[config.mk]
export PLATFORM = sky130hd
export DESIGN_NAME = subword_access_sequencer
export DESIGN_NICKNAME = d
export VERILOG_FILES = /design/src/rtl/subword_access_sequencer.sv
export SDC_FILE = /design/constraint.sdc
export NUM_CORES = 1
export LEC_CHECK = 0
export CORE_MARGIN = 2
export CORE_UTILIZATION = 28
export DETAILED_ROUTE_END_ITERATION = 8
export PLACE_DENSITY = 0.55
export SETUP_SLACK_MARGIN = 0.2
export SLEW_MARGIN = 25
export SYNTH_ARGS = -nofsm -noshare
export SYNTH_HDL_FRONTEND = slang
export SYNTH_SLANG_ARGS = --single-unit
[constraint.sdc]
create_clock -name clk -period 3.1 [get_ports clk]
set_input_delay 0.62 -clock clk [delete_from_list [all_inputs] [get_ports clk]]
set_output_delay 0.62 -clock clk [all_outputs]
set_load 0.005 [all_outputs]
[src/rtl/subword_access_sequencer.sv]
// rtl/subword_access_sequencer.sv - byte/half/word access sequencer over four byte-lane sub-RAMs
// Optional macro MISALIGN_SPLIT_EN: word-crossing accesses are split into two RAM accesses.
module subword_access_sequencer #(
   parameter int ADDR_W = 18
) (
   input  logic              clk,
   input  logic              rst,
   input  logic              req_valid,
   output logic              req_ready,
   input  logic              req_we,
   input  logic [1:0]        req_size,
   input  logic [ADDR_W-1:0] req_addr,
   input  logic [31:0]       req_wdata,
   output logic              resp_valid,
   input  logic              resp_ready,
   output logic [31:0]       resp_rdata,
   output logic              resp_err,
   output logic              mem_en,
   output logic              mem_we,
   output logic [ADDR_W-3:0] mem_addr,
   output logic [3:0]        mem_be,
   output logic [31:0]       mem_wdata,
   input  logic [31:0]       mem_rdata
);
   localparam logic [ADDR_W-3:0] WORD_ONE = 1;

   typedef enum logic [2:0] {S_IDLE, S_ISSUE0, S_ISSUE1, S_WAIT, S_RESP} state_t;
   state_t state_q, state_d;

   logic              accept;
   logic [3:0]        req_mask;
   logic [7:0]        req_be8;
   logic              req_cross, req_illegal, req_reject;
   logic [31:0]       req_wrot;

   logic              we_q, we_d;
   logic [1:0]        size_q, size_d;
   logic [1:0]        off_q, off_d;
   logic [ADDR_W-3:0] w0_q, w0_d;
   logic [31:0]       wrot_q, wrot_d;
   logic [3:0]        be_lo_q, be_lo_d;
   logic              err_q, err_d;
   logic [31:0]       rdata_q, rdata_d;
`ifdef MISALIGN_SPLIT_EN
   logic              cross_q, cross_d;
   logic [3:0]        be_hi_q, be_hi_d;
   logic [31:0]       word0_q, word0_d;
`endif

   logic [63:0]       load_pair;
   logic [31:0]       lane_mask, load_merged;

   assign accept = req_valid && req_ready;

   // Request decode: lane mask, 8-bit split enable pattern, rotated store data
   always_comb begin
      case (req_size)
         2'b01:   req_mask = 4'b0011;
         2'b10:   req_mask = 4'b1111;
         default: req_mask = 4'b0001;
      endcase
      req_be8     = {4'b0000, req_mask} << req_addr[1:0];
      req_cross   = |req_be8[7:4];
      req_illegal = (req_size == 2'b11);
`ifdef MISALIGN_SPLIT_EN
      req_reject  = req_illegal;
`else
      req_reject  = req_illegal || req_cross;
`endif
      case (req_addr[1:0])
         2'd1:    req_wrot = {req_wdata[23:0], req_wdata[31:24]};
         2'd2:    req_wrot = {req_wdata[15:0], req_wdata[31:16]};
         2'd3:    req_wrot = {req_wdata[7:0],  req_wdata[31:8]};
         default: req_wrot = req_wdata;
      endcase
   end

   always_ff @(posedge clk or posedge rst) begin
      if (rst) state_q <= S_IDLE;
      else     state_q <= state_d;
   end

   always_comb begin
      state_d = state_q;
      case (state_q)
         S_IDLE:   if (accept) state_d = req_reject ? S_RESP : S_ISSUE0;
`ifdef MISALIGN_SPLIT_EN
         S_ISSUE0: state_d = cross_q ? S_ISSUE1 : S_WAIT;
         S_ISSUE1: state_d = S_WAIT;
`else
         S_ISSUE0: state_d = S_WAIT;
`endif
         S_WAIT:   state_d = S_RESP;
         S_RESP:   if (resp_ready) state_d = S_IDLE;
         default:  state_d = S_IDLE;
      endcase
   end

   // Load merge: window of the (optional) two-word pair starting at the byte offset
   always_comb begin
      load_pair = {32'b0, mem_rdata};
`ifdef MISALIGN_SPLIT_EN
      if (cross_q) load_pair = {mem_rdata, word0_q};
`endif
      case (size_q)
         2'b00:   lane_mask = 32'h0000_00FF;
         2'b01:   lane_mask = 32'h0000_FFFF;
         default: lane_mask = 32'hFFFF_FFFF;
      endcase
      load_merged = 32'(load_pair >> {off_q, 3'b000}) & lane_mask;
   end

   always_comb begin
      we_d    = we_q;
      size_d  = size_q;
      off_d   = off_q;
      w0_d    = w0_q;
      wrot_d  = wrot_q;
      be_lo_d = be_lo_q;
      err_d   = err_q;
      rdata_d = rdata_q;
`ifdef MISALIGN_SPLIT_EN
      cross_d = cross_q;
      be_hi_d = be_hi_q;
      word0_d = word0_q;
`endif
      if (accept) begin
         we_d    = req_we;
         size_d  = req_size;
         off_d   = req_addr[1:0];
         w0_d    = req_addr[ADDR_W-1:2];
         wrot_d  = req_wrot;
         be_lo_d = req_be8[3:0];
         err_d   = req_reject;
         rdata_d = '0;
`ifdef MISALIGN_SPLIT_EN
         cross_d = req_cross;
         be_hi_d = req_be8[7:4];
`endif
      end
`ifdef MISALIGN_SPLIT_EN
      if (state_q == S_ISSUE1) word0_d = mem_rdata;
`endif
      if (state_q == S_WAIT) rdata_d = we_q ? 32'b0 : load_merged;
   end

   always_ff @(posedge clk or posedge rst) begin
      if (rst) begin
         we_q    <= 1'b0;
         size_q  <= 2'b00;
         off_q   <= 2'b00;
         w0_q    <= '0;
         wrot_q  <= '0;
         be_lo_q <= '0;
         err_q   <= 1'b0;
         rdata_q <= '0;
`ifdef MISALIGN_SPLIT_EN
         cross_q <= 1'b0;
         be_hi_q <= '0;
         word0_q <= '0;
`endif
      end else begin
         we_q    <= we_d;
         size_q  <= size_d;
         off_q   <= off_d;
         w0_q    <= w0_d;
         wrot_q  <= wrot_d;
         be_lo_q <= be_lo_d;
         err_q   <= err_d;
         rdata_q <= rdata_d;
`ifdef MISALIGN_SPLIT_EN
         cross_q <= cross_d;
         be_hi_q <= be_hi_d;
         word0_q <= word0_d;
`endif
      end
   end

   // req_ready is gated by rst so it reads 0 while reset is held
   always_comb begin
      req_ready  = (state_q == S_IDLE) && !rst;
      resp_valid = (state_q == S_RESP);
      resp_rdata = resp_valid ? rdata_q : 32'b0;
      resp_err   = resp_valid && err_q;
      mem_en     = 1'b0;
      mem_we     = 1'b0;
      mem_addr   = '0;
      mem_be     = 4'b0000;
      mem_wdata  = 32'b0;
      case (state_q)
         S_ISSUE0: begin
            mem_en    = 1'b1;
            mem_we    = we_q;
            mem_addr  = w0_q;
            mem_be    = be_lo_q;
            mem_wdata = wrot_q;
         end
`ifdef MISALIGN_SPLIT_EN
         S_ISSUE1: begin
            mem_en    = 1'b1;
            mem_we    = we_q;
            mem_addr  = w0_q + WORD_ONE;
            mem_be    = be_hi_q;
            mem_wdata = wrot_q;
         end
`endif
         default: ;
      endcase
   end
endmodule

==> results.sh, run 1 <==
export IMPL_run_status="finished clean"
export IMPL_antenna_found_initial=0
export IMPL_viasPerCell=4.79
export IMPL_hold_class="register to register"
export IMPL_cts_reportedPaths_clkPinSlew_ps=60
export IMPL_grt_busiest_layer="met2"
export IMPL_hp_start="rdata_q[23]$_DFFE_PP0P_"
export IMPL_ys_types=36
export IMPL_setup_tns_ps=0
export IMPL_numClockSinks=93
export IMPL_grt_overflow=0
export IMPL_synth_cell_area_um2=5450
export IMPL_rr_endpoint="rdata_q[13]$_DFFE_PP0P_"
export IMPL_reg2reg_depth=4
export IMPL_comb_power_share_pct=41.5
export IMPL_hold_path_endpoint="rdata_q[23]$_DFFE_PP0P_"
export IMPL_timing_critical_path_to_type="output pin"
export IMPL_num_antenna_cells=0
export IMPL_dieArea_um2=20600
export IMPL_critPathMaxStageDelay_ps=540
export IMPL_crit_fanout=38
export IMPL_drt_initial_drc_count=176
export IMPL_leakagePower_uw=0.00319
export IMPL_critical_path_slowest_cell="sky130_fd_sc_hd__clkdlybuf4s50_1"
export IMPL_setup_viol=0
export IMPL_worst_ir_drop_vdd_mv=0.302
export IMPL_worstSkewPairLatency_ps=340
export IMPL_cts_buffers=9
export IMPL_floorplan_core_area_um2=19300
export IMPL_timing_final_hold_violations=0
export IMPL_drt_first_pass_iters=4
export IMPL_ff_latch_area_um2=2330
export IMPL_power_internal_uw=3700
export IMPL_worstReg2RegStart="state_q[0]$_DFFE_PP0P_"
export IMPL_power_switching_share_pct=31.4
export IMPL_path_class="register to output pin"
export IMPL_rsz0062_at_grt="yes"
export IMPL_gp_congestion=0.753
export IMPL_critPathLaunchType="register"
export IMPL_seq_total_area_yosys_pct=42.7
export IMPL_first_pass_grt_wire_length_mm=24.2
export IMPL_num_io_pins=178
export IMPL_synth_avg_cell_area_um2=13.0
export IMPL_floorplan_initialDensity_pct=28.3
export IMPL_fin_skew_ps=7.12
export IMPL_ys_seq_elements=93
export IMPL_critical_path_startpoint="state_q[0]$_DFFE_PP0P_"
export IMPL_whs_path_depth=1
export IMPL_cp_data_required_time_ps=2480
export IMPL_slew_headroom_pct=52.0
export IMPL_grt_pass1_vias=4379
export IMPL_synthToLayoutAreaGrowth_pct=43.1
export IMPL_post_layout_min_period_ps=2760
export IMPL_pin_count_of_the_biggest_net_entering_global_routing=51
export IMPL_power_density_nw_per_um2=692
export IMPL_grt_total_usage_pct=15.3
export IMPL_die_h_um=143
export IMPL_holdBufCountCts=0
export IMPL_met3_usage_pct=5.63
export IMPL_rows=51
export IMPL_r2r_setup_slack_ps=1190
export IMPL_postRouteAntennaNets=0
export IMPL_finish_net_count=677
export IMPL_series_of_cell_instances_along_the_critical_path="nor3b_4 -> buf_6 -> and2_1 -> clkdlybuf4s50_1"
export IMPL_cts_tree="yes"
export IMPL_place_port_buffers=177
export IMPL_syn_num_nets=512
export IMPL_horizontal_die_dimension_um=143
export IMPL_cp_arrival_ps=2140
export IMPL_syn_instance_count=420
export IMPL_routed_via_count=4096
export IMPL_crit_family="buffers and inverters"
export IMPL_cts_resized_gates=0
export IMPL_final_fill_count=1865
export IMPL_sequentialPowerShare_pct=37.5
export IMPL_routed_wl_mm=15.6
export IMPL_area_of_the_multi_input_gates_um2=2910
export IMPL_final_max_slew_violation_count=0
export IMPL_cts_root_buffer_cell="sky130_fd_sc_hd__clkbuf_16"
export IMPL_clock_tree_buffer_depth=2
export IMPL_clk_pwr_share_pct=21.0
export IMPL_timing_fmax_mhz=363
export IMPL_layout_cell_share_with_drive_strength_beyond_1_pct=21.5
export IMPL_synth_warning_count=0
export IMPL_cap_viol_max_count=0
export IMPL_worst_slew_pin_slew_ps=718
export IMPL_routedWlPerCell_um=18.2
export IMPL_htree_num_levels=3
export IMPL_final_util_pct=40.4
export IMPL_timing_critical_path_buf_inv=2
export IMPL_power_switching_uw=1690
export IMPL_final_period_utilization_pct=88.9
export IMPL_met1_usage_pct=18.9
export IMPL_post_cts_setup_buffers=0
export IMPL_use_met2_pct=25.0
export IMPL_dpl_hpwl_mm=11.2
export IMPL_drcViolationCount=0
==> final cells by class <==
cell class                 instances  area share [%]
multi-input combinational        287            37.3
sequential                        93            29.9
timing repair buffer             190            24.4
tap                              265            4.25
clock buffer                      10            3.07
clock inverter                     6           0.803
inverter                           4           0.241
==> logic make-up after synthesis <==
logic type,count (synthesis),share of synthesized area (%)
compound gates,58,9.19
buf+inv,40,4.04
mux,105,29.3
simple gates,121,14.1
fa+ha+maj,3,0.689
flops,93,42.7
==> synthesized netlist by cell type (all sizes together) <==
cell     count  area (µm²)
a31oi        1        6.26
a22o        16         140
ha           3        37.5
o221ai       1        8.76
mux2        57         713
mux4        32         721
and4bb       1        12.5
nor4bb       1        10.0
o22ai        1        6.26
o21a         1        7.51
a32o         8        80.1
inv          4        15.0
nor2b       10        62.6
nor4         1        21.3
nand3b       3        22.5
a211o        8        70.1
o2bb2ai     16         140
nand2b       1        6.26
and2        86         538
a21o         1        7.51
nor2         4        15.0
a21oi        3        15.0
or4b         1        10.0
buf         24         160
mux2i       16         160
a31o         1        8.76
dfrtp       93        2330
nor3b        3        27.5
o311a        1        10.0
clkbuf      12        45.0
nand2       10        40.0
==> layout by cell type (no fill, tap or decap), types with 8 or more instances in the layout <==
cell type,Yosys,layout
sky130_fd_sc_hd__and2_1,86,86
sky130_fd_sc_hd__mux2i_1,16,16
sky130_fd_sc_hd__o2bb2ai_1,16,16
sky130_fd_sc_hd__clkdlybuf4s50_1,0,175
sky130_fd_sc_hd__a211o_1,8,8
sky130_fd_sc_hd__mux4_2,32,32
sky130_fd_sc_hd__a32o_1,8,8
sky130_fd_sc_hd__mux2_4,19,19
sky130_fd_sc_hd__mux2_2,38,38
sky130_fd_sc_hd__nand2_1,9,9
sky130_fd_sc_hd__clkbuf_16,0,9
sky130_fd_sc_hd__buf_4,0,8
sky130_fd_sc_hd__dfrtp_1,93,93
sky130_fd_sc_hd__a22o_1,16,16
sky130_fd_sc_hd__nor2b_1,10,10
==> sequential cells by signal, summed over array words and instances (netlist names) <==
signal and count:
rdata_q 32, wrot_q 32, w0_q 16, be_lo_q 4, state_q 3, off_q 2, size_q 2, err_q 1
we_q 1
==> power by group through the flow <==
stage	combinational, µW	clock [µW]	sequential (µW)
2_1_floorplan	1470	0	1880
3_3_place_gp	2230	0	2010
3_5_place_dp	2260	0	2040
4_1_cts	2270	1170	2030
5_1_grt	2450	1220	2090
6_report	2240	1130	2020
==> metal layers <==
| metal | part of all wire [%] | wire length [µm] |
|---|---|---|
| met4 | 1.1 | 167 |
| met5 | 0 | 0 |
| met1 | 42 | 6560 |
| met3 | 9.1 | 1410 |
| met2 | 48 | 7450 |
==> how the worst max path moves through the flow <==
stage,endpoint,slack [ps],cells past startpoint
3_5_place_dp,req_ready,480,3
2_1_floorplan,resp_rdata[22],1130,4
5_1_grt,mem_wdata[8],190,4
3_3_place_gp,req_ready,480,3
4_1_cts,mem_be[3],230,4
6_report,mem_wdata[19],340,4
==> per-stage QoR <==
| step | hold slack [ps] | instances | total power [µW] | setup WS (ps) | area (µm²) |
|---|---|---|---|---|---|
| 4_1_cts | 490 | 855 | 5470 | 234 | 7780 |
| 3_3_place_gp | 469 | 839 | 4240 | 483 | 7480 |
| 6_report | 485 | 855 | 5390 | 345 | 7790 |
| 2_1_floorplan | 448 | 420 | 3360 | 1130 | 5450 |
| 3_5_place_dp | 474 | 839 | 4300 | 479 | 7480 |
| 5_1_grt | 508 | 855 | 5760 | 188 | 7790 |
(Power assumes the default switching activity.)
==> run 2, diff against run 1 <==
Settings changed: PLACE_DENSITY 0.55 to unset, PLACE_DENSITY_LB_ADDON set to 0.2.
==> run 2 against run 1 <==
  * Core utilization grew 0.45 points
  * Clock skew is essentially flat
  * Global-route usage shrank 0.11 points
  * Final area grew 1.1%
  * Worst setup slack lost 2.1 ps
  * Register-to-register slack lost 130 ps
  * Clock power grew 8%
  * Die area is the same
  * Critical path depth grew 1
==> results.sh, run 2 (synthesis gave the netlist of run 1 again) <==
export IMPL_most_common_cell_after_layout_fill_and_taps_aside="sky130_fd_sc_hd__clkdlybuf4s50_1"
export IMPL_routed_via_count=4162
export IMPL_worstSkewPairLatency_ps=350
export IMPL_drt_initial_drc_count=107
export IMPL_final_period_utilization_pct=88.9
export IMPL_run_status="finished clean"
export IMPL_rsz0062_at_grt="no"
export IMPL_place_port_buffers=177
export IMPL_design_area_um2=7880
export IMPL_viasPerCell=4.86
export IMPL_setup_tns_ps=0
export IMPL_setup_slack_ps=343
export IMPL_post_layout_min_period_ps=2760
export IMPL_drcViolationCount=0
export IMPL_area_of_the_multi_input_gates_um2=2920
export IMPL_routed_wl_mm=15.3
export IMPL_slew_headroom_pct=54.5
export IMPL_horizontal_die_dimension_um=143
export IMPL_pin_count_of_the_biggest_net_entering_global_routing=94
export IMPL_leakagePower_uw=0.00323
export IMPL_worst_slew_pin_slew_ps=681
export IMPL_path_class="register to output pin"
export IMPL_numClockSinks=93
export IMPL_dieArea_um2=20600
export IMPL_synthToLayoutAreaGrowth_pct=44.7
export IMPL_cp_arrival_ps=2140
export IMPL_dpl_cell_area_um2=7510
export IMPL_postRouteAntennaNets=0
export IMPL_cts_buffers=9
export IMPL_grt_total_usage_pct=15.1
export IMPL_rows=51
export IMPL_routedWlPerCell_um=17.8
export IMPL_clock_tree_buffer_depth=2
export IMPL_setup_viol=0
export IMPL_fin_skew_ps=6.79
export IMPL_hold_class="register to register"
export IMPL_ff_latch_area_um2=2330
export IMPL_final_fill_count=1857
export IMPL_critPathLaunchType="register"
export IMPL_die_h_um=143
export IMPL_timing_fmax_mhz=363
export IMPL_mostFrequentLayoutCells="sky130_fd_sc_hd__clkdlybuf4s50_1 (175), sky130_fd_sc_hd__dfrtp_1 (91), sky130_fd_sc_hd__and2_1 (86)"
export IMPL_power_density_nw_per_um2=701
export IMPL_grt_overflow=0
export IMPL_dpl_worst_slack_ps=426
export IMPL_finish_net_count=679
export IMPL_first_pass_grt_wire_length_mm=24.2
export IMPL_drt_first_pass_iters=4
export IMPL_timing_final_hold_violations=0
export IMPL_cts_root_buffer_cell="sky130_fd_sc_hd__clkbuf_16"
export IMPL_crit_fanout=27
export IMPL_timing_critical_path_to_type="output pin"
export IMPL_htree_num_levels=3
export IMPL_antenna_found_initial=0
export IMPL_cp_data_required_time_ps=2480
export IMPL_grt_pass1_vias=4464
export IMPL_cts_tree="yes"
export IMPL_critical_path_slowest_cell="sky130_fd_sc_hd__dfrtp_1"
export IMPL_gp_congestion=0.799
export IMPL_floorplan_initialDensity_pct=28.3
export IMPL_cts_reportedPaths_clkPinSlew_ps=70
export IMPL_reg_largest_list="rdata_q x32, wrot_q x32, w0_q x16"
export IMPL_num_antenna_cells=0
export IMPL_critPathMaxStageDelay_ps=520
export IMPL_dpl_hpwl_mm=10.5
export IMPL_worst_ir_drop_vdd_mv=0.256
export IMPL_final_max_slew_violation_count=0
export IMPL_floorplan_core_area_um2=19300
export IMPL_num_io_pins=178
export IMPL_series_of_cell_instances_along_the_critical_path="nor3b_4 -> buf_4 -> buf_12 -> and2_1 -> clkdlybuf4s50_1"
export IMPL_cap_viol_max_count=0
export IMPL_layout_cell_share_with_drive_strength_beyond_1_pct=22.0
## run 2: cell types whose count changed in the layout (fill, tap and decap cells not counted), moves of 2 or more
cell,delta
sky130_fd_sc_hd__buf_12,+2
sky130_fd_sc_hd__clkinvlp_4,-3
sky130_fd_sc_hd__dfrtp_1,-2
sky130_fd_sc_hd__dfrtp_2,+2
sky130_fd_sc_hd__inv_6,+3
## run 2: area by class of cell
| cell class | instances | area share [%] |
|---|---|---|
| Inverter | 4 | 0.238 |
| Timing Repair Buffer | 192 | 24.9 |
| Clock buffer | 10 | 2.91 |
| Sequential cell | 93 | 29.6 |
| Multi-Input combinational cell | 287 | 37.1 |
| Clock inverter | 6 | 1.16 |
| Tap cell | 265 | 4.21 |
## run 2: critical path, delay by kind of cell (launching register included)
kind | cells | cell delay [ps]
buf+inv | 3 | 820
simple gates | 2 | 420
flops | 1 | 520
## run 2: report_power, final
group,leakage [µW],switching [µW],total (µW),internal (µW)
clock,0.000158,502,1220,715
sequential,0.00117,296,2000,1710
combinational,0.00191,908,2300,1390
## run 2: path summary, 6_finish.rpt
check | slack [ps] | startpoint | end | cells past startpoint
hold reg to reg | 490 | rdata_q[23]$_DFFE_PP0P_ | rdata_q[23]$_DFFE_PP0P_ | 1
hold / removal | 490 | rdata_q[23]$_DFFE_PP0P_ | rdata_q[23]$_DFFE_PP0P_ | 1
setup / recovery | 340 | state_q[1]$_DFFE_PP0P_ | mem_wdata[26] | 5
min in group asynchronous | 890 | rst | err_q$_DFFE_PP0P_ | 3
setup reg to reg | 1060 | state_q[1]$_DFFE_PP0P_ | wrot_q[29]$_DFFE_PP0P_ | 4
max in group asynchronous | 1830 | rst | wrot_q[2]$_DFFE_PP0P_ | 3
## run 2: through the flow
step / util [%] / std cells / hold slack, ps / power [µW]
floorplan: - / 420 / 448 / 3360
global placement: 38.9 / 838 / 469 / 4230
detailed placement: 38.9 / 838 / 474 / 4290
CTS: 40.6 / 854 / 495 / 5560
global route: 40.9 / 857 / 509 / 5920
finish: 40.9 / 857 / 488 / 5520
## run 2: layer usage
metal  wire [µm]  GRT usage [%]  up-vias
li1            -              -     1882
met2        7370           24.9      133
met3        1190           5.10       16
met5           0              0        -
met1        6450           19.1     2131
met4         241           4.23        0
## run 2: what timing repair did
| action | CTS | global route |
|---|---|---|
| hold buffers | 0 | 0 |
| pin swaps | 0 | 1 |
| setup endpoints to repair | 11 | 33 |
| cloned | 0 | 1 |
| setup buffers | 0 | 2 |
| gates resized for setup | 1 | 3 |
==> run 3, diff against run 2 <==
Settings changed: ABC_CLOCK_PERIOD_IN_PS set to 3100, CTS_BUF_LIST set to sky130_fd_sc_hd__clkbuf_16.
==> run 3 against run 2 <==
  * Count of clock-buffer cells in the layout down 1
  * Power about the same
  * Clock power about the same
  * Clock skew about the same
  * Sequential cell count unchanged
  * Register-to-register slack about the same
  * Critical endpoint is now resp_rdata[7]
  * Largest cell class unchanged
==> results.sh, run 3 (synthesis gave the netlist of run 1 again) <==
export IMPL_finish_net_count=679
export IMPL_drt_first_pass_iters=4
export IMPL_cts_buffers=9
export IMPL_final_instance_count_excl_fill=857
export IMPL_numClockSinks=93
export IMPL_run_status="finished clean"
export IMPL_routed_wl_mm=15.3
export IMPL_cts_root_buffer_cell="sky130_fd_sc_hd__clkbuf_16"
export IMPL_floorplan_initialDensity_pct=28.3
export IMPL_rsz0062_at_grt="no"
export IMPL_routed_via_count=4165
export IMPL_cap_viol_max_count=0
export IMPL_place_port_buffers=177
export IMPL_worst_ir_drop_vdd_mv=0.256
export IMPL_timing_critical_path_to_type="output pin"
export IMPL_dieArea_um2=20600
export IMPL_cts_tree="yes"
export IMPL_horizontal_die_dimension_um=143
export IMPL_final_util_pct=40.9
export IMPL_fin_skew_ps=6.88
export IMPL_hold_class="register to register"
export IMPL_grt_overflow=0
export IMPL_grt_total_usage_pct=15.1
export IMPL_leakagePower_uw=0.00324
export IMPL_mostFrequentLayoutCells="sky130_fd_sc_hd__clkdlybuf4s50_1 (175), sky130_fd_sc_hd__dfrtp_1 (91), sky130_fd_sc_hd__and2_1 (86)"
export IMPL_path_class="register to output pin"
export IMPL_post_layout_min_period_ps=2760
export IMPL_layout_cell_share_with_drive_strength_beyond_1_pct=22.0
export IMPL_power_density_nw_per_um2=700
export IMPL_pin_count_of_the_biggest_net_entering_global_routing=94
export IMPL_synthToLayoutAreaGrowth_pct=44.7
export IMPL_dpl_hpwl_mm=10.5
export IMPL_setup_viol=0
export IMPL_grt_pass1_vias=4464
export IMPL_slew_headroom_pct=54.5
export IMPL_routedWlPerCell_um=17.8
export IMPL_setup_tns_ps=0
export IMPL_postRouteAntennaNets=0
export IMPL_worstSkewPairLatency_ps=350
export IMPL_final_period_utilization_pct=88.9
export IMPL_first_pass_grt_wire_length_mm=24.2
export IMPL_antenna_found_initial=0
export IMPL_die_h_um=143
export IMPL_cp_data_required_time_ps=2480
export IMPL_cts_reportedPaths_clkPinSlew_ps=70
export IMPL_htree_num_levels=3
export IMPL_gp_congestion=0.799
export IMPL_drcViolationCount=0
export IMPL_timing_final_hold_violations=0
export IMPL_rows=51
export IMPL_num_io_pins=178
export IMPL_final_max_slew_violation_count=0
export IMPL_cp_arrival_ps=2140
export IMPL_timing_fmax_mhz=363
export IMPL_reg_largest_list="rdata_q x32, wrot_q x32, w0_q x16"
export IMPL_crit_fanout=33
export IMPL_most_common_cell_after_layout_fill_and_taps_aside="sky130_fd_sc_hd__clkdlybuf4s50_1"
export IMPL_viasPerCell=4.86
export IMPL_placed_cells=838
export IMPL_minimum_hold_slack_ps=488
export IMPL_worst_slew_pin_slew_ps=681
export IMPL_holdBufCountCts=0
export IMPL_clock_tree_buffer_depth=2
export IMPL_floorplan_core_area_um2=19300
export IMPL_drt_initial_drc_count=107
export IMPL_critPathLaunchType="register"
export IMPL_num_antenna_cells=0
[run 3: power by group]
part,switching (µW),internal (µW),leakage (µW)
combinational,908,1390,0.00191
sequential,296,1710,0.00117
clock,502,712,0.000162
total,1710,3810,0.00324
[run 3: stage by stage]
stage	setup WS (ps)	area (µm²)	total power, µW
after global placement	463	7510	4230
after floorplan	1130	5450	3360
final	343	7880	5520
after global routing	225	7880	5920
after detailed placement	426	7510	4290
after CTS	216	7830	5560
[run 3: timing repair]
item	in CTS	in global routing
pin swaps	0	1
hold endpoints to repair	0	0
setup buffers	0	2
setup endpoints to repair	11	33
resized for setup	1	3
cloned	0	1
[run 3: final timing paths]
kind | from | endpoint | slack, ps | depth (start not counted)
setup / recovery | state_q[1]$_DFFE_PP0P_ | resp_rdata[7] | 340 | 4
hold reg to reg | rdata_q[23]$_DFFE_PP0P_ | rdata_q[23]$_DFFE_PP0P_ | 490 | 1
max in group asynchronous | rst | wrot_q[2]$_DFFE_PP0P_ | 1830 | 3
setup reg to reg | state_q[1]$_DFFE_PP0P_ | wrot_q[29]$_DFFE_PP0P_ | 1060 | 4
min in group asynchronous | rst | err_q$_DFFE_PP0P_ | 890 | 3
hold / removal | rdata_q[23]$_DFFE_PP0P_ | rdata_q[23]$_DFFE_PP0P_ | 490 | 1
[run 3: metal layers]
| metal | GRT usage [%] | share of wire [%] | vias up |
|---|---|---|---|
| met1 | 19.1 | 42 | 2135 |
| li1 | - | - | 1881 |
| met2 | 24.9 | 48 | 133 |
| met4 | 4.23 | 1.6 | 0 |
| met3 | 5.10 | 7.8 | 16 |
| met5 | 0 | 0 | - |
[run 3: worst max-delay path: stages, from the launching register on]
cell	delay, ps
sky130_fd_sc_hd__dfrtp_1	520
sky130_fd_sc_hd__nor3b_4	290
sky130_fd_sc_hd__buf_6	260
sky130_fd_sc_hd__and2_1	170
sky130_fd_sc_hd__clkdlybuf4s50_1	540
[run 3: layout make-up]
class | instances | area [µm²]
inverter | 4 | 18.8
clock inverter | 7 | 95.1
multi-input combinational | 287 | 2920
clock buffer | 9 | 225
tap | 265 | 332
sequential | 93 | 2330
fill | 1857 | 11400
timing repair buffer | 192 | 1960
